$ cat src/rtl/tx_arbiter_if.sv
// tx_arbiter_if: the TX/RX handshake bundle between the two requesters
// (scheduler, prefetch), the TX/RX engines and tx_arbiter.
//   slave  modport: the arbiter's view (requests/engine status in, grants/routes out)
//   master modport: the environment's view (the mirror image)
// Signals:
//   sched_valid, sched_cmd, sched_reply_wanted, sched_reserve -> scheduler request
//   sched_started                                             <- scheduler accepted
//   pf_valid                                                  -> prefetch read request
//   pf_started                                                <- prefetch accepted
//   tx_command_valid, tx_command                              <- to TX engine
//   tx_command_started, tx_done                               -> from TX engine
//   rx_started, rx_done                                       -> from RX engine
//   rx_to_sched, rx_to_pf, replies_pending                    <- reply routing
// TX_CMD_BITS / TX_HEADER_READ_16 get defaults here unless the build supplies them.

`ifndef TX_CMD_BITS
`define TX_CMD_BITS 16
`endif
`ifndef TX_HEADER_READ_16
`define TX_HEADER_READ_16 16'h0510
`endif

interface tx_arbiter_if;
    logic                    sched_valid;
    logic [`TX_CMD_BITS-1:0] sched_cmd;
    logic                    sched_reply_wanted;
    logic                    sched_reserve;
    logic                    sched_started;
    logic                    pf_valid;
    logic                    pf_started;
    logic                    tx_command_valid;
    logic [`TX_CMD_BITS-1:0] tx_command;
    logic                    tx_command_started;
    logic                    tx_done;
    logic                    rx_started;
    logic                    rx_done;
    logic                    rx_to_sched;
    logic                    rx_to_pf;
    logic                    replies_pending;

    modport slave (
        input  sched_valid, sched_cmd, sched_reply_wanted, sched_reserve,
        input  pf_valid,
        input  tx_command_started, tx_done, rx_started, rx_done,
        output sched_started, pf_started, tx_command_valid, tx_command,
        output rx_to_sched, rx_to_pf, replies_pending
    );

    modport master (
        output sched_valid, sched_cmd, sched_reply_wanted, sched_reserve,
        output pf_valid,
        output tx_command_started, tx_done, rx_started, rx_done,
        input  sched_started, pf_started, tx_command_valid, tx_command,
        input  rx_to_sched, rx_to_pf, replies_pending
    );
endinterface

$ cat src/rtl/tx_arbiter.sv
// tx_arbiter: shares the serial TX command channel between the instruction
// scheduler and the prefetch unit, and routes each RX reply back to the
// requester that issued the matching command via a small owner FIFO.
// Ports:
//   clk   - clock
//   reset - synchronous, active-high reset
//   bus   - tx_arbiter_if.slave (requests, TX handshake, RX routing)
// Parameter MAX_OUTSTANDING: owner FIFO depth (power of two, >= 2).
// Optional feature: define TX_ARB_FAIR_EN to let prefetch win one contested
// arbitration after three consecutive contested scheduler grants.
// Grant/started/route outputs are combinational by design: the TX request
// must appear in the same cycle as the requester's valid.

`ifndef TX_CMD_BITS
`define TX_CMD_BITS 16
`endif
`ifndef TX_HEADER_READ_16
`define TX_HEADER_READ_16 16'h0510
`endif

module tx_arbiter #(
    parameter int unsigned MAX_OUTSTANDING = 2
) (
    input  logic         clk,
    input  logic         reset,
    tx_arbiter_if.slave  bus
);

    localparam int unsigned CMD_W = `TX_CMD_BITS;
    localparam int unsigned PTR_W = $clog2(MAX_OUTSTANDING);
    localparam int unsigned CNT_W = $clog2(MAX_OUTSTANDING) + 1;

    typedef enum logic [1:0] {
        S_IDLE        = 2'd0,
        S_GRANT_SCHED = 2'd1,
        S_GRANT_PF    = 2'd2
    } state_e;

    state_e                     state_q, state_d;
    logic [MAX_OUTSTANDING-1:0] owner_q, owner_d;   // 0 = sched, 1 = pf
    logic [PTR_W-1:0]           wr_ptr_q, wr_ptr_d;
    logic [PTR_W-1:0]           rd_ptr_q, rd_ptr_d;
    logic [CNT_W-1:0]           count_q, count_d;
    logic                       rx_owner_q, rx_owner_d;
    logic                       rx_busy_q, rx_busy_d;

    logic                       fifo_full_c;
    logic                       fifo_empty_c;
    logic                       head_c;
    logic                       sched_elig_c;
    logic                       pf_elig_c;
    logic                       pick_pf_c;
    logic                       fair_turn_c;
    logic                       push_c;
    logic                       push_owner_c;
    logic                       pop_c;
    logic                       tx_valid_c;
    logic [CMD_W-1:0]           tx_cmd_c;
    logic                       sched_started_c;
    logic                       pf_started_c;
    logic                       rx_to_sched_c;
    logic                       rx_to_pf_c;

`ifdef TX_ARB_FAIR_EN
    logic [1:0]                 fair_cnt_q, fair_cnt_d;
    assign fair_turn_c = (fair_cnt_q == 2'd3);
`else
    assign fair_turn_c = 1'b0;
`endif

    // State and FIFO registers
    always_ff @(posedge clk) begin
        if (reset) begin
            state_q    <= S_IDLE;
            owner_q    <= '0;
            wr_ptr_q   <= '0;
            rd_ptr_q   <= '0;
            count_q    <= '0;
            rx_owner_q <= 1'b0;
            rx_busy_q  <= 1'b0;
`ifdef TX_ARB_FAIR_EN
            fair_cnt_q <= 2'd0;
`endif
        end else begin
            state_q    <= state_d;
            owner_q    <= owner_d;
            wr_ptr_q   <= wr_ptr_d;
            rd_ptr_q   <= rd_ptr_d;
            count_q    <= count_d;
            rx_owner_q <= rx_owner_d;
            rx_busy_q  <= rx_busy_d;
`ifdef TX_ARB_FAIR_EN
            fair_cnt_q <= fair_cnt_d;
`endif
        end
    end

    // Arbitration, grant FSM, owner FIFO and RX routing
    always_comb begin
        state_d         = state_q;
        owner_d         = owner_q;
        wr_ptr_d        = wr_ptr_q;
        rd_ptr_d        = rd_ptr_q;
        count_d         = count_q;
        rx_owner_d      = rx_owner_q;
        rx_busy_d       = rx_busy_q;
`ifdef TX_ARB_FAIR_EN
        fair_cnt_d      = fair_cnt_q;
`endif
        tx_valid_c      = 1'b0;
        tx_cmd_c        = '0;
        sched_started_c = 1'b0;
        pf_started_c    = 1'b0;
        push_c          = 1'b0;
        push_owner_c    = 1'b0;

        fifo_full_c  = (count_q == CNT_W'(MAX_OUTSTANDING));
        fifo_empty_c = (count_q == '0);
        head_c       = owner_q[rd_ptr_q];

        // Eligibility gates on FIFO space so a push can never overflow
        sched_elig_c = bus.sched_valid && (!bus.sched_reply_wanted || !fifo_full_c);
        pf_elig_c    = bus.pf_valid && !bus.sched_reserve && !fifo_full_c;
        pick_pf_c    = pf_elig_c && (!sched_elig_c || fair_turn_c);

        unique case (state_q)
            S_IDLE: begin
                if (sched_elig_c || pf_elig_c) begin
                    tx_valid_c = 1'b1;
                    tx_cmd_c   = pick_pf_c ? CMD_W'(`TX_HEADER_READ_16) : bus.sched_cmd;
                    if (bus.tx_command_started) begin
                        if (pick_pf_c) begin
                            pf_started_c = 1'b1;
                            push_c       = 1'b1;
                            push_owner_c = 1'b1;
                            state_d      = S_GRANT_PF;
`ifdef TX_ARB_FAIR_EN
                            fair_cnt_d   = 2'd0;
`endif
                        end else begin
                            sched_started_c = 1'b1;
                            push_c          = bus.sched_reply_wanted;
                            state_d         = S_GRANT_SCHED;
`ifdef TX_ARB_FAIR_EN
                            if (pf_elig_c && (fair_cnt_q != 2'd3)) begin
                                fair_cnt_d = fair_cnt_q + 2'd1;
                            end
`endif
                        end
                    end
                end
            end
            S_GRANT_SCHED, S_GRANT_PF: begin
                if (bus.tx_done) begin
                    state_d = S_IDLE;
                end
            end
            default: state_d = S_IDLE;
        endcase

        // Owner FIFO: push on accepted command, pop on each solicited RX start
        pop_c = bus.rx_started && !fifo_empty_c;
        if (push_c) begin
            owner_d[wr_ptr_q] = push_owner_c;
            wr_ptr_d          = wr_ptr_q + PTR_W'(1);
        end
        if (pop_c) begin
            rd_ptr_d   = rd_ptr_q + PTR_W'(1);
            rx_owner_d = head_c;
            rx_busy_d  = 1'b1;
        end else if (bus.rx_done || bus.rx_started) begin
            rx_busy_d  = 1'b0;
        end
        count_d = count_q + CNT_W'(push_c) - CNT_W'(pop_c);

        // In the start cycle the route comes straight from the FIFO head
        if (bus.rx_started) begin
            rx_to_sched_c = pop_c && !head_c;
            rx_to_pf_c    = pop_c && head_c;
        end else begin
            rx_to_sched_c = rx_busy_q && !rx_owner_q;
            rx_to_pf_c    = rx_busy_q && rx_owner_q;
        end
    end

    assign bus.tx_command_valid = tx_valid_c;
    assign bus.tx_command       = tx_cmd_c;
    assign bus.sched_started    = sched_started_c;
    assign bus.pf_started       = pf_started_c;
    assign bus.rx_to_sched      = rx_to_sched_c;
    assign bus.rx_to_pf         = rx_to_pf_c;
    assign bus.replies_pending  = !fifo_empty_c;

endmodule

$ cat src/flat_wrapper.sv
// flat-port wrapper written by rule: the top's interface ports become plain ports
module tx_arbiter_flat 
#(
    parameter int unsigned MAX_OUTSTANDING = 2
)
  (clk, reset, bus_sched_valid, bus_sched_cmd, bus_sched_reply_wanted, bus_sched_reserve, bus_pf_valid, bus_tx_command_started, bus_tx_done, bus_rx_started, bus_rx_done, bus_sched_started, bus_pf_started, bus_tx_command_valid, bus_tx_command, bus_rx_to_sched, bus_rx_to_pf, bus_replies_pending);
  tx_arbiter_if bus_i ();
  input  logic clk;
  input  logic reset;
  input wire logic [$bits(bus_i.sched_valid)-1:0] bus_sched_valid;
  input wire logic [$bits(bus_i.sched_cmd)-1:0] bus_sched_cmd;
  input wire logic [$bits(bus_i.sched_reply_wanted)-1:0] bus_sched_reply_wanted;
  input wire logic [$bits(bus_i.sched_reserve)-1:0] bus_sched_reserve;
  input wire logic [$bits(bus_i.pf_valid)-1:0] bus_pf_valid;
  input wire logic [$bits(bus_i.tx_command_started)-1:0] bus_tx_command_started;
  input wire logic [$bits(bus_i.tx_done)-1:0] bus_tx_done;
  input wire logic [$bits(bus_i.rx_started)-1:0] bus_rx_started;
  input wire logic [$bits(bus_i.rx_done)-1:0] bus_rx_done;
  output wire logic [$bits(bus_i.sched_started)-1:0] bus_sched_started;
  output wire logic [$bits(bus_i.pf_started)-1:0] bus_pf_started;
  output wire logic [$bits(bus_i.tx_command_valid)-1:0] bus_tx_command_valid;
  output wire logic [$bits(bus_i.tx_command)-1:0] bus_tx_command;
  output wire logic [$bits(bus_i.rx_to_sched)-1:0] bus_rx_to_sched;
  output wire logic [$bits(bus_i.rx_to_pf)-1:0] bus_rx_to_pf;
  output wire logic [$bits(bus_i.replies_pending)-1:0] bus_replies_pending;
  assign bus_i.sched_valid = bus_sched_valid;
  assign bus_i.sched_cmd = bus_sched_cmd;
  assign bus_i.sched_reply_wanted = bus_sched_reply_wanted;
  assign bus_i.sched_reserve = bus_sched_reserve;
  assign bus_i.pf_valid = bus_pf_valid;
  assign bus_i.tx_command_started = bus_tx_command_started;
  assign bus_i.tx_done = bus_tx_done;
  assign bus_i.rx_started = bus_rx_started;
  assign bus_i.rx_done = bus_rx_done;
  assign bus_sched_started = bus_i.sched_started;
  assign bus_pf_started = bus_i.pf_started;
  assign bus_tx_command_valid = bus_i.tx_command_valid;
  assign bus_tx_command = bus_i.tx_command;
  assign bus_rx_to_sched = bus_i.rx_to_sched;
  assign bus_rx_to_pf = bus_i.rx_to_pf;
  assign bus_replies_pending = bus_i.replies_pending;
  tx_arbiter #(.MAX_OUTSTANDING(MAX_OUTSTANDING)) u_core (.clk(clk), .reset(reset), .bus(bus_i));
endmodule
$ cat config.mk
export PLATFORM = sky130hd
export DESIGN_NAME = tx_arbiter_flat
export DESIGN_NICKNAME = d
export VERILOG_FILES = /design/src/rtl/tx_arbiter_if.sv /design/src/rtl/tx_arbiter.sv /design/src/flat_wrapper.sv
export SDC_FILE = /design/constraint.sdc
export NUM_CORES = 1
export LEC_CHECK = 0
export ABC_AREA = 1
export CORE_MARGIN = 2
export CORE_UTILIZATION = 33
export CTS_CLUSTER_DIAMETER = 50
export DETAILED_ROUTE_END_ITERATION = 8
export PLACE_DENSITY = 0.75
export REMOVE_ABC_BUFFERS = 1
export SYNTH_ARGS = -nofsm -noshare
export SYNTH_HDL_FRONTEND = slang
export SYNTH_SLANG_ARGS = --single-unit
$ cat constraint.sdc
create_clock -name clk -period 1.5 [get_ports clk]
set_input_delay 0.375 -clock clk [delete_from_list [all_inputs] [get_ports clk]]
set_output_delay 0.375 -clock clk [all_outputs]
set_load 0.02 [all_outputs]
==> Yosys cells after proc, flatten, opt, wreduce, memory -nomap -nowiden <==
Index checks and enable logic that the tools add are counted.
{ "classes": {"addsub": 4, "n_lt_le_gt_ge": 3, "n_eq_ne": 6, "n_mux": 31, "n_reduce_logical": 25} }
{ "op_table": {"columns": ["op", "count"], "rows": [
  ["two-way mux 16 bit", 3],
  ["two-way mux 1 bit", 21],
  ["logical AND 1 bit", 10],
  ["two-way mux 2 bit", 4],
  ["logical NOT 1 bit", 7],
  ["equality test 2 bit, second input constant", 2],
  ["logical NOT 2 bit", 2],
  ["< comparator 1 x 2 -> 1 bit, second input constant", 2],
  ["!= test 2 bit, second input constant", 2],
  ["one-hot mux 2 bit (2 select lines)", 1],
  ["logical OR 1 bit", 3],
  ["AND reduction 3 bit", 1],
  ["adder 1 bit, second input constant", 2],
  ["adder 2 x 1 -> 2 bit", 1],
  ["bitwise mux 2 bit", 1],
  ["equality test 2 x 1 -> 1 bit, second input constant", 1],
  ["!= test 2 x 1 -> 1 bit, second input constant", 1],
  ["nonzero test 2 bit", 1],
  ["OR reduction 2 bit", 1],
  ["subtractor 2 x 1 -> 2 bit", 1],
  ["demux 1 bit (select 1 bit)", 1],
  [">= comparator 1 bit, second input constant", 1]
]} }
{ "word_totals": {"register_bits": 10, "input_bits": 26, "output_inout_bits": 22, "word_cells": 76} }

==> Longest topological paths before layout <==
Gate-level depths: netlist of run 1.
{ "logic_depth": {"depth_word": 12, "mapped_depth": 10, "ltp_nobuf": 10} }

==> Worst setup path after synthesis of run 1 <==
Ideal clock, no wire load.
{ "synth_timing": {"path_type": "reg2reg", "startpoint": "reg u_core.count_q[1]", "endpoint": "reg u_core.count_q[1]", "setup_time_ns": 0.121, "arrival_ns": 1.408, "required_ns": 1.379, "setup_slack_ns": -0.028, "path_stages_with_launch": 11, "n_path_buf": 0, "cell_sequence": "dfxtp_1 -> inv_2 -> nand2_2 -> nand2_2 -> inv_4 -> ha_1 -> inv_1 -> ha_1 -> xnor2_1 -> o21ai_0 -> a21oi_1"} }
{ "synth_rtl": {"columns": ["item", "line_no", "text"], "rows": [
  ["from (decl)", "tx_arbiter.sv:43", "logic [CNT_W-1:0] count_q, count_d;"],
  ["from (signal assigned)", "tx_arbiter.sv:89", "count_q <= count_d;"],
  ["logical NOT 2 bit", "tx_arbiter.sv:118", "fifo_empty_c = (count_q == '0);"],
  ["logical NOT 1 bit", null, null],
  ["named net bus_replies_pending", "flat_wrapper.sv:25", "output wire logic [$bits(bus_i.replies_pending)-1:0] bus_replies_pending;"],
  ["logical AND 1 bit", "tx_arbiter.sv:162", "pop_c = bus.rx_started && !fifo_empty_c;"],
  ["named net u_core.pop_c", "tx_arbiter.sv:56", "logic pop_c;"],
  ["subtractor 2 x 1 -> 2 bit", "tx_arbiter.sv:174", "count_d = count_q + CNT_W'(push_c) - CNT_W'(pop_c);"]
]} }
The timed path passes the listed nets, and every way through them passes these cells.
A chain may end at the register's enable or synchronous reset.

==> Final worst setup path of run 1 <==
{ "layout_timing": {"startpoint": "reg u_core.state_q[0]", "endpoint": "out bus_tx_command[14]"} }
{ "layout_via": {"elab_chain_cells": 2} }
{ "layout_lines": {"columns": ["item", "line_no", "text"], "rows": [
  ["from (decl)", "tx_arbiter.sv:39", "state_e state_q, state_d;"],
  ["from (signal assigned)", "tx_arbiter.sv:85", "state_q <= state_d;"],
  ["logical NOT 2 bit", "tx_arbiter.sv:126", "unique case (state_q)"],
  ["two-way mux 16 bit", "tx_arbiter.sv:126", null],
  ["to (decl)", "flat_wrapper.sv:22", "output wire logic [$bits(bus_i.tx_command)-1:0] bus_tx_command;"]
]} }
Every way passes these cells.

==> out/results.tsv, run 1 <==
stage	metric	value	unit
run_status	status	finished, violations left	
run_status	violations	negative setup slack	
grt	grt.total_usage	0.223	
floorplanning	die_h	52.9	um
sta	finalCriticalPeriod	1.75	ns
synth	ys_ff_latch	10	
power_and_ir_drop	intPower	0.00167	W
sta	fmax	572	MHz
sta	finalSetupViolations	21	
routing	drt-total-wl	3440	um
sta	fin_ws	-0.249	ns
floorplanning	core_area	2230	sq um
layout	n_antenna_cell	0	
routing	drc	0	
floorplanning	ios	48	
critical_path	r2r_end	u_core.count_q[1]	
critical_path	required	1.12	ns
layout	regArea	209	sq um
grt	grt_pass1_vias	1053	
synth	yosysUniqueCellTypes	22	
job	drv_cap	0	
sta	rsz0062_at_grt	yes	
critical_path	path_buf_inv	3	
sta	fin_crit_sh	1.17	
hold_path	hold_class	flip-flop to flip-flop	
critical_path	reg2reg_slack	-0.03	ns
synth	synth_edf_count	0	
critical_path	cp_max_fo	6	
critical_path	worstPathArrival	1.37	ns
hold_path	hold_path_depth	2	
synth	synth_area_leaders	dfxtp_1 25%, inv_1 12%, nor2_2 10%	
clock_tree	cts_tree	yes	
sta	slew_headroom	0.821	
placed_design	gp_congestion	0.766	
synth	postSynthCellCount	122	
power_and_ir_drop	p_sw	0.00132	W
synth	syn_area_per_cell	6.46	sq um
placed_design	port_buffers	47	
grt	grt_pass1_wl	4510	um
sta	drv_slew	0	
layout	multi_input_area	693	sq um
sta	fin_hold_ws	0.487	ns
sta	fin_skew	0.00189	ns
floorplanning	start_util	0.353	
floorplanning	rows	17	
layout	fin_nets	231	
critical_path	path_class	flip-flop to output pin	
floorplanning	fp.dieArea	2800	sq um
critical_path	worstSetupEndpointType	output pin	
hold_path	hold_start	u_core.owner_q[1]	
grt	antenna_found_initial	0	
clock_tree	clockBufferDepth	2	
synth	yosys.area.top_type	dfxtp_1	
clock_tree	htreeDepth	1	
hold_path	worstHoldEndpoint	u_core.owner_q[1]	
layout	syn2layout_area_growth	134	%
synth	netlist_area	788	sq um
power_and_ir_drop	power_density	1630	nW/um^2
grt	grt_max_degree	11	
floorplanning	die_x	52.9	um
critical_path	regToRegStartpoint	u_core.count_q[0]	
sta	tns	-4.21	ns
clock_tree	clkLatencyLatePin	0.28	ns
critical_path	path_delay_family	buffers and inverters	
synth	yosys_warnings	0	
grt	grt_overflow	0	
clock_tree	cts_buffers	3	
synth	synth-main-ff-cell	dfxtp_1	
power_and_ir_drop	seqPwrFrac	0.139	
routing	dr.pass1.iters	4	
critical_path	crit_chain	inv_2 > ha_4 > nand3_4 > buf_16 > nor2_4 > buf_6	
routing	viasPerCell	4.75	
routing	drt-initial-drc-count	14	
critical_path	r2r.worst_path.cells	11	
layout	drive_gt1_frac	0.572	
routing	antenna_left	0	
placed_design	place_hpwl	2010	um
power_and_ir_drop	p_comb_frac	0.778	
power_and_ir_drop	clkPwrFrac	0.083	
power_and_ir_drop	switching_share	0.442	
routing	num_vias	1088	
synth	synth_top_area_share	0.254	
routing	wl_per_cell	15.0	um
power_and_ir_drop	irDropWorstVdd	1290	uV
synth	async_flop_share	0	
layout	fillers	122	
clock_tree	cts-root-buf	clkbuf_4	
critical_path	startpoint_type	flip-flop	
sta	hold_viol	0	
clock_tree	cts_hold_buf	0	
clock_tree	clkTransAtPathRegs	0.06	ns
power_and_ir_drop	power.leakage	0.891	nW
critical_path	max_stage_delay	0.32	ns
synth	ys_seq_area_frac	0.254	
critical_path	crit_slowest_cell	dfxtp_2	
clock_tree	cts_sinks	10	
sta	tightest_slew	0.267	ns
[logic make-up (layout without fill, tap and decap cells)]
logic type | count (synthesis) | after routing | synth area share
multiplexers | 1 | 1 | 0.0127
XOR/XNOR | 1 | 1 | 0.0111
adder cells (fa/ha/maj) | 3 | 3 | 0.0476
flip-flops | 10 | 10 | 0.254
AO/OA/AOI/OAI | 9 | 9 | 0.0603
buffers and inverters | 32 | 111 | 0.165
AND/OR/NAND/NOR | 66 | 66 | 0.449
[Yosys cell counts (2+ instances only)]
master     n
nand2_1   15
dfxtp_1   10
ha_1       3
o21ai_1    2
inv_1     26
nor2_2    13
a21oi_1    3
nand2_2    6
nand3_1    6
o21ai_0    3
inv_2      2
nor2_1    19
clkinv_1   2
nand3_2    4
[through the flow]
step	total power [W]	instances	instance area, sq um	worst slack (ns)	utilization
floorplan	0.00117	121	777	-0.175	-
global placement	0.00187	213	1420	-0.782	0.637
detailed placement	0.00192	213	1420	-0.886	0.637
CTS	0.00263	226	1680	-0.209	0.751
global route	0.00319	229	1840	-0.286	0.825
finish	0.00300	229	1840	-0.249	0.825
[sequential cells by signal, indices dropped and copies added (netlist names)]
signal / flops
u_core.rd_ptr_q: 1
u_core.owner_q: 2
u_core.wr_ptr_q: 1
u_core.rx_owner_q: 1
u_core.state_q: 2
u_core.rx_busy_q: 1
u_core.count_q: 2
[area by class of cell]
cell class	instances	share of cell area
clock buffers	4	0.0197
repair buffers	76	0.402
inverters	31	0.0699
flip-flops and latches	10	0.113
multi-input cells	80	0.376
well taps	28	0.0190
[power groups by stage]
stage	sequential, W	combinational, W	clock [W]
2_1_floorplan	0.000382	0.000784	0
3_3_place_gp	0.000386	0.00149	0
3_5_place_dp	0.000390	0.00153	0
4_1_cts	0.000408	0.00197	0.000253
5_1_grt	0.000425	0.00250	0.000269
6_report	0.000417	0.00233	0.000249
[layer usage]
layer,track usage,vias up,part of all wire
li1,-,522,-
met1,0.199,492,0.34
met2,0.435,63,0.52
met3,0.0650,11,0.10
met4,0.124,0,0.037
met5,0,-,0
[worst register-to-register path, stage by stage, from the launching register on]
cell	delay, ns
dfxtp_2	0.33
inv_4	0.09
nand2_4	0.07
nand2_4	0.07
inv_4	0.03
buf_6	0.11
ha_4	0.25
inv_2	0.04
ha_4	0.16
xnor2_4	0.13
o21ai_2	0.10
a21oi_1	0.04
[what timing repair did]
item,CTS,global route
cloned,1,0
endpoints found under the setup margin,25,24
pin swaps,12,9
setup buffers,8,7
hold endpoints to repair,0,0
resized for setup,172,37
[layout by cell type (no fill, tap or decap), drive strengths merged]
cell type / n
buf: 51
mux2i: 1
a21oi: 3
xnor2: 1
o21bai: 1
nor2: 33
nand3: 10
inv: 29
dfxtp: 10
nand2: 21
clkdlybuf4s50: 19
ha: 3
clkinv: 2
o21ai: 5
nand3b: 1
and2: 1
dlygate4sd2: 5
clkbuf: 5
[worst max path at each step]
stage          depth (start not counted)              start  slack, ns                 end
5_1_grt                                6  u_core.state_q[0]      -0.29  bus_tx_command[14]
2_1_floorplan                          4  u_core.state_q[0]      -0.18   bus_sched_started
4_1_cts                                6  u_core.state_q[1]      -0.21   bus_tx_command[3]
3_5_place_dp                           8       bus_pf_valid      -0.89  bus_tx_command[10]
3_3_place_gp                           5    bus_sched_valid      -0.78  bus_tx_command[15]
6_report                               6  u_core.state_q[0]      -0.25  bus_tx_command[14]
Power figures use the tool's default switching activity.
==> inputs of run 2 (changes only) <==
--- a/config.mk
+++ b/config.mk
@@ -10,7 +10,7 @@
 export CORE_UTILIZATION = 33
 export CTS_CLUSTER_DIAMETER = 50
 export DETAILED_ROUTE_END_ITERATION = 8
-export PLACE_DENSITY = 0.75
+export PLACE_DENSITY_LB_ADDON = 0.15
 export REMOVE_ABC_BUFFERS = 1
 export SYNTH_ARGS = -nofsm -noshare
 export SYNTH_HDL_FRONTEND = slang
==> run 2 against run 1 <==
Against the previous run: wire length is 11% higher; non-clock buffer count is 6 higher; highest routed layer unchanged; critical path type unchanged; flip-flop and latch count stayed put; worst hold slack better by 0.0071 ns; the flow still finishes with violations (negative setup slack); total power is 3.1% higher; largest cell class unchanged; clock skew is 0.0092 ns higher; design area is 3.7% higher; sequential power is 2% higher; global-route usage is 2.8 points lower.
==> out/results.tsv, run 2 (same netlist as run 1, synthesis figures left out) <==
stage	metric	value	unit	change
sta	rsz0062_at_grt	yes		unchanged
placed_design	gp_congestion	0.677		was 0.766
grt	grt_max_degree	11		unchanged
critical_path	crit_chain	inv_4 > nand3_4 > buf_6 > nand2_8 > nand2_4 > nand2_8 > nor2_2 > buf_6		was inv_2 > ha_4 > nand3_4 > buf_16 > nor2_4 > buf_6
critical_path	path_class	flip-flop to output pin		unchanged
layout	largest_registers	u_core.count_q x2, u_core.owner_q x2, u_core.state_q x2		unchanged
layout	syn2layout_area_growth	143	%	was 134%
routing	drc	0		unchanged
placed_design	dp_cells	216		was 213
routing	antenna_left	0		unchanged
routing	dr.pass1.iters	4		unchanged
layout	finish.instance_area	1910	sq um	was 1840 sq um
sta	finalSetupViolations	23		was 21
power_and_ir_drop	power.leakage	0.923	nW	was 0.891 nW
critical_path	startpoint_type	flip-flop		unchanged
floorplanning	rows	17		unchanged
sta	drv_slew	0		unchanged
power_and_ir_drop	irDropWorstVdd	1100	uV	was 1290 uV
placed_design	port_buffers	47		unchanged
floorplanning	die_h	52.9	um	unchanged
floorplanning	die_x	52.9	um	unchanged
critical_path	max_stage_delay	0.36	ns	was 0.32 ns
grt	antenna_found_initial	0		unchanged
clock_tree	cts_tree	yes		unchanged
routing	wl_per_cell	16.3	um	was 15.0 um
sta	slew_headroom	0.810		was 0.821
floorplanning	ios	48		unchanged
run_status	status	finished, violations left		unchanged
grt	grt_overflow	0		unchanged
critical_path	crit_slowest_cell	dfxtp_2		unchanged
clock_tree	cts_buffers	3		unchanged
layout	fin_nets	237		was 231
routing	drt-initial-drc-count	36		was 14
placed_design	post_dp_cell_area	1450	sq um	was 1420 sq um
routing	num_vias	1129		was 1088
clock_tree	htreeDepth	1		unchanged
clock_tree	clkTransAtPathRegs	0.08	ns	was 0.06 ns
critical_path	required	1.12	ns	about the same
grt	grt.total_usage	0.195		was 0.223
job	drv_cap	0		unchanged
sta	fin_crit_sh	1.18		was 1.17
run_status	violations	negative setup slack		unchanged
clock_tree	cts_sinks	10		unchanged
layout	fin_util	0.856		was 0.825
sta	fin_skew	0.0111	ns	was 0.00189 ns
sta	tightest_slew	0.283	ns	was 0.267 ns
sta	hold_viol	0		unchanged
sta	finalCriticalPeriod	1.78	ns	was 1.75 ns
hold_path	hold_class	flip-flop to flip-flop		unchanged
routing	viasPerCell	4.80		was 4.75
floorplanning	fp.dieArea	2800	sq um	unchanged
placed_design	place_hpwl	1820	um	was 2010 um
layout	layout_commonest_cell	buf_4		unchanged
sta	fin_ws	-0.276	ns	was -0.249 ns
clock_tree	clkLatencyLatePin	0.27	ns	was 0.28 ns
grt	grt_pass1_vias	1018		was 1053
layout	drive_gt1_frac	0.609		was 0.572
sta	fmax	563	MHz	was 572 MHz
floorplanning	start_util	0.353		unchanged
layout	layout_common_cells	31 x buf_4, 23 x buf_6, 20 x inv_1, 19 x clkdlybuf4s50_1, 18 x nor2_4		was 26 x buf_4, 23 x buf_6, 20 x inv_1, 19 x clkdlybuf4s50_1, 15 x nor2_4
sta	tns	-5.02	ns	was -4.21 ns
routing	drt-total-wl	3830	um	was 3440 um
critical_path	worstPathArrival	1.40	ns	was 1.37 ns
power_and_ir_drop	power_density	1620	nW/um^2	was 1630 nW/um^2
critical_path	worstSetupEndpointType	output pin		unchanged
clock_tree	clockBufferDepth	2		unchanged
layout	n_antenna_cell	0		unchanged
grt	grt_pass1_wl	4040	um	was 4510 um
layout	finalNonFillerCells	235		was 229
clock_tree	cts-root-buf	clkbuf_4		unchanged
critical_path	cp_max_fo	5		was 6
floorplanning	core_area	2230	sq um	unchanged
## run 2: cell count changes in the layout (fill, tap and decap cells not counted), moves of 2 or more
cell / before / now
buf_4: 26 / 31
nand2_2: 3 / 7
nand2_1: 11 / 8
nor2_1: 12 / 9
nor2_4: 15 / 18
nand3_2: 2 / 0
nand3_4: 2 / 4
## run 2: worst paths after layout
check,startpoint,endpoint,slack (ns),cells after the start
min,u_core.owner_q[1],u_core.owner_q[1],0.49,2
max reg2reg,u_core.count_q[0],u_core.state_q[0],-0.21,13
max,u_core.count_q[0],bus_tx_command[8],-0.28,8
min reg2reg,u_core.owner_q[1],u_core.owner_q[1],0.49,2
## run 2: area by class of cell
| cell class | instances | area [sq um] |
|---|---|---|
| clock buffer | 4 | 36.3 |
| fill | 108 | 322 |
| inverter | 31 | 126 |
| multi-input combinational | 80 | 718 |
| sequential | 10 | 209 |
| tap | 28 | 35.0 |
| timing repair buffer | 82 | 787 |
## run 2: layer usage
metal,share of wire,routed length [um],GRT usage,vias up
met3,0.064,245,0.0367,13
met1,0.39,1480,0.179,528
li1,-,-,-,533
met2,0.52,1990,0.400,55
met5,0,0,0,-
met4,0.028,108,0.0855,0
## run 2: power breakdown
group | total, W | switching, W | internal [W] | leakage [nW]
Clock | 0.000248 | 0.000100 | 0.000147 | 0.0210
Combinational | 0.00242 | 0.00124 | 0.00118 | 0.818
Sequential | 0.000425 | 0.0000693 | 0.000356 | 0.0840
## run 2: per-stage QoR
step | hold slack [ns] | setup WS (ns) | power, W
final | 0.494 | -0.276 | 0.00309
after global routing | 0.503 | -0.325 | 0.00324
after CTS | 0.483 | -0.184 | 0.00253
after detailed placement | 0.467 | -0.819 | 0.00193
after global placement | 0.459 | -0.775 | 0.00190
after floorplan | 0.443 | -0.175 | 0.00117
## run 2: critical path: cells and delay by family (launching register included)
family / cells / cell delay [ns]
and+or+nand+nor: 5 / 0.43
DFF: 1 / 0.36
buffers and inverters: 3 / 0.31
## run 2: repair_timing
item	in CTS	in global routing
gates cloned	1	0
setup endpoints to repair	24	27
resized for setup	155	60
hold buffers	0	0
pin swaps	10	10
setup buffers	8	6
hold endpoints to repair	0	0
==> inputs of run 3 (changes only) <==
--- a/config.mk
+++ b/config.mk
@@ -7,7 +7,7 @@
 export LEC_CHECK = 0
 export ABC_AREA = 1
 export CORE_MARGIN = 2
-export CORE_UTILIZATION = 33
+export CORE_UTILIZATION = 36
 export CTS_CLUSTER_DIAMETER = 50
 export DETAILED_ROUTE_END_ITERATION = 8
 export PLACE_DENSITY_LB_ADDON = 0.15
==> constraint.sdc (replaced) <==
create_clock -name clk -period 1.7 [get_ports clk]
set_input_delay 0.425 -clock clk [delete_from_list [all_inputs] [get_ports clk]]
set_output_delay 0.425 -clock clk [all_outputs]
set_load 0.02 [all_outputs]
==> run 3 against run 2 <==
Against the previous run: the run still ends with negative setup slack left; setup slack gained 0.23 ns; combinational power is 35% lower; worst hold slack got worse by 0.0030 ns; non-clock buffer count down 7; count of clock-buffer cells in the layout shrank 1; critical path type unchanged; highest routed layer unchanged.
==> out/results.tsv, run 3 (same netlist as run 1, synthesis figures left out) <==
stage	metric	value	unit	change
critical_path	max_stage_delay	0.32	ns	was 0.36 ns
clock_tree	cts_tree	yes		unchanged
sta	drv_slew	0		unchanged
hold_path	worstHoldEndpoint	u_core.owner_q[0]		was u_core.owner_q[1]
critical_path	r2r.worst_path.cells	12		was 13
grt	grt_pass1_wl	3650	um	was 4040 um
sta	fin_skew	0.00334	ns	was 0.0111 ns
layout	n_antenna_cell	0		unchanged
layout	finalNonFillerCells	226		was 235
grt	grt_max_degree	15		was 11
sta	fin_ws	-0.0455	ns	was -0.276 ns
clock_tree	cts_hold_buf	0		unchanged
sta	finalSetupViolations	16		was 23
sta	rsz0062_at_grt	yes		unchanged
sta	slew_headroom	0.820		was 0.810
routing	drt-initial-drc-count	5		was 36
sta	fin_crit_sh	1.03		
power_and_ir_drop	irDropWorstVdd	938	uV	was 1100 uV
layout	drive_gt1_frac	0.523		was 0.609
clock_tree	cts_sinks	10		unchanged
critical_path	worstSetupEndpointType	output pin		unchanged
sta	fin_hold_ws	0.491	ns	was 0.494 ns
placed_design	pre_cts_ws	-0.691	ns	was -0.819 ns
placed_design	gp_congestion	0.798		was 0.677
routing	num_vias	978		was 1129
floorplanning	rows	16		was 17
clock_tree	cts-root-buf	clkbuf_4		unchanged
placed_design	dp_cells	213		was 216
run_status	violations	negative setup slack		unchanged
critical_path	cp_max_fo	14		was 5
layout	multi_input_area	587	sq um	was 718 sq um
clock_tree	htreeDepth	1		unchanged
sta	tns	-0.318	ns	was -5.02 ns
layout	layout_common_cells	34 x buf_4, 23 x inv_1, 19 x clkdlybuf4s50_1, 14 x nor2_2, 12 x buf_6		was 31 x buf_4, 23 x buf_6, 20 x inv_1, 19 x clkdlybuf4s50_1, 18 x nor2_4
routing	dr.pass1.iters	4		unchanged
grt	grt_pass1_vias	926		was 1018
routing	wl_per_cell	11.9	um	was 16.3 um
critical_path	path_class	flip-flop to output pin		unchanged
power_and_ir_drop	power.leakage	0.839	nW	was 0.923 nW
hold_path	hold_start	u_core.owner_q[0]		was u_core.owner_q[1]
routing	drt-total-wl	2680	um	was 3830 um
critical_path	crit_chain	inv_2 > ha_4 > nand3_4 > buf_12 > nor2_2 > buf_4		was inv_4 > nand3_4 > buf_6 > nand2_8 > nand2_4 > nand2_8 > nor2_2 > buf_6
layout	largest_registers	u_core.count_q x2, u_core.owner_q x2, u_core.state_q x2		unchanged
floorplanning	die_h	50.8	um	was 52.9 um
hold_path	hold_path_depth	2		unchanged
placed_design	port_buffers	47		unchanged
critical_path	regToRegStartpoint	u_core.state_q[1]		was u_core.count_q[0]
critical_path	reg2reg_slack	0.01	ns	was -0.21 ns
clock_tree	clockBufferDepth	2		unchanged
routing	viasPerCell	4.33		was 4.80
floorplanning	die_x	50.8	um	was 52.9 um
sta	finalCriticalPeriod	1.75	ns	
layout	regArea	206	sq um	was 209 sq um
layout	fillers	117		was 108
run_status	status	finished, violations left		unchanged
critical_path	startpoint_type	flip-flop		unchanged
clock_tree	clkLatencyLatePin	0.26	ns	was 0.27 ns
layout	layout_commonest_cell	buf_4		unchanged
job	drv_cap	0		unchanged
routing	drc	0		unchanged
critical_path	crit_slowest_cell	dfxtp_1		was dfxtp_2
critical_path	worstPathArrival	1.32	ns	was 1.40 ns
layout	fin_nets	230		was 237
sta	fmax	573	MHz	
sta	hold_viol	0		unchanged
floorplanning	ios	48		unchanged
hold_path	hold_class	flip-flop to flip-flop		unchanged
critical_path	required	1.27	ns	was 1.12 ns
critical_path	r2r_end	u_core.count_q[1]		was u_core.state_q[0]
grt	antenna_found_initial	0		unchanged
placed_design	place_hpwl	1740	um	was 1820 um
floorplanning	fp.dieArea	2580	sq um	was 2800 sq um
clock_tree	cts_buffers	3		unchanged
floorplanning	start_util	0.390		was 0.353
grt	grt.total_usage	0.187		was 0.195
floorplanning	core_area	2020	sq um	was 2230 sq um
power_and_ir_drop	power_density	1280	nW/um^2	was 1620 nW/um^2
grt	grt_overflow	0		unchanged
critical_path	crit_start	u_core.state_q[1]		was u_core.count_q[0]
routing	antenna_left	0		unchanged
sta	tightest_slew	0.268	ns	was 0.283 ns
clock_tree	clkTransAtPathRegs	0.07	ns	was 0.08 ns
layout	syn2layout_area_growth	109	%	was 143%
==> run 3: changes by cell type in the layout (fill, tap and decap cells not counted), moves of 3 or more <==
| cell | before | now |
|---|---|---|
| nand2_1 | 8 | 11 |
| inv_1 | 20 | 23 |
| buf_6 | 23 | 12 |
| nor2_2 | 6 | 14 |
| buf_4 | 31 | 34 |
| nor2_4 | 18 | 8 |
| inv_2 | 6 | 3 |
==> run 3: final cells by class <==
class,count,share of cell area
flip-flops and latches,10,0.126
inverters,31,0.0753
clock buffers,3,0.0137
well taps,27,0.0205
repair buffers,75,0.408
multi-input cells,80,0.357
==> run 3: worst max path at each step <==
stage,endpoint
global placement,bus_sched_started
finish,bus_tx_command[11]
CTS,bus_rx_to_sched
detailed placement,bus_tx_command[1]
global route,u_core.count_q[1]
floorplan,bus_sched_started
==> run 3: critical path, delay by kind of cell (launching register included) <==
kind	cells	cell delay [ns]
DFF	1	0.32
adders and majority gates	1	0.16
and+or+nand+nor	2	0.18
buffers and inverters	3	0.40
==> run 3: per-stage QoR <==
step	utilization	area (sq um)	total power (W)
finish	0.813	1640	0.00211
global route	0.813	1640	0.00226
CTS	0.749	1510	0.00189
detailed placement	0.707	1430	0.00165
global placement	0.707	1430	0.00163
floorplan	-	777	0.00103
==> run 3: where the power goes <==
| group | internal [W] | switching, W | total [W] |
|---|---|---|---|
| Clock | 0.0000818 | 0.0000808 | 0.000163 |
| Combinational | 0.000759 | 0.000821 | 0.00158 |
| Sequential | 0.000309 | 0.0000552 | 0.000365 |
| Total | 0.00115 | 0.000957 | 0.00211 |
==> run 3: what timing repair did <==
action                                  in CTS  in global routing
pin swaps                                   10                  7
gates resized for setup                    135                 33
buffers inserted                             8                  2
endpoints found under the setup margin      23                 24
==> run 3: layer usage <==
metal | track usage | up-vias | share of wire
met5 | 0 | - | 0
met3 | 0.0268 | 6 | 0.032
met1 | 0.194 | 432 | 0.38
li1 | - | 520 | -
met2 | 0.364 | 20 | 0.58
met4 | 0.0811 | 0 | 0.014
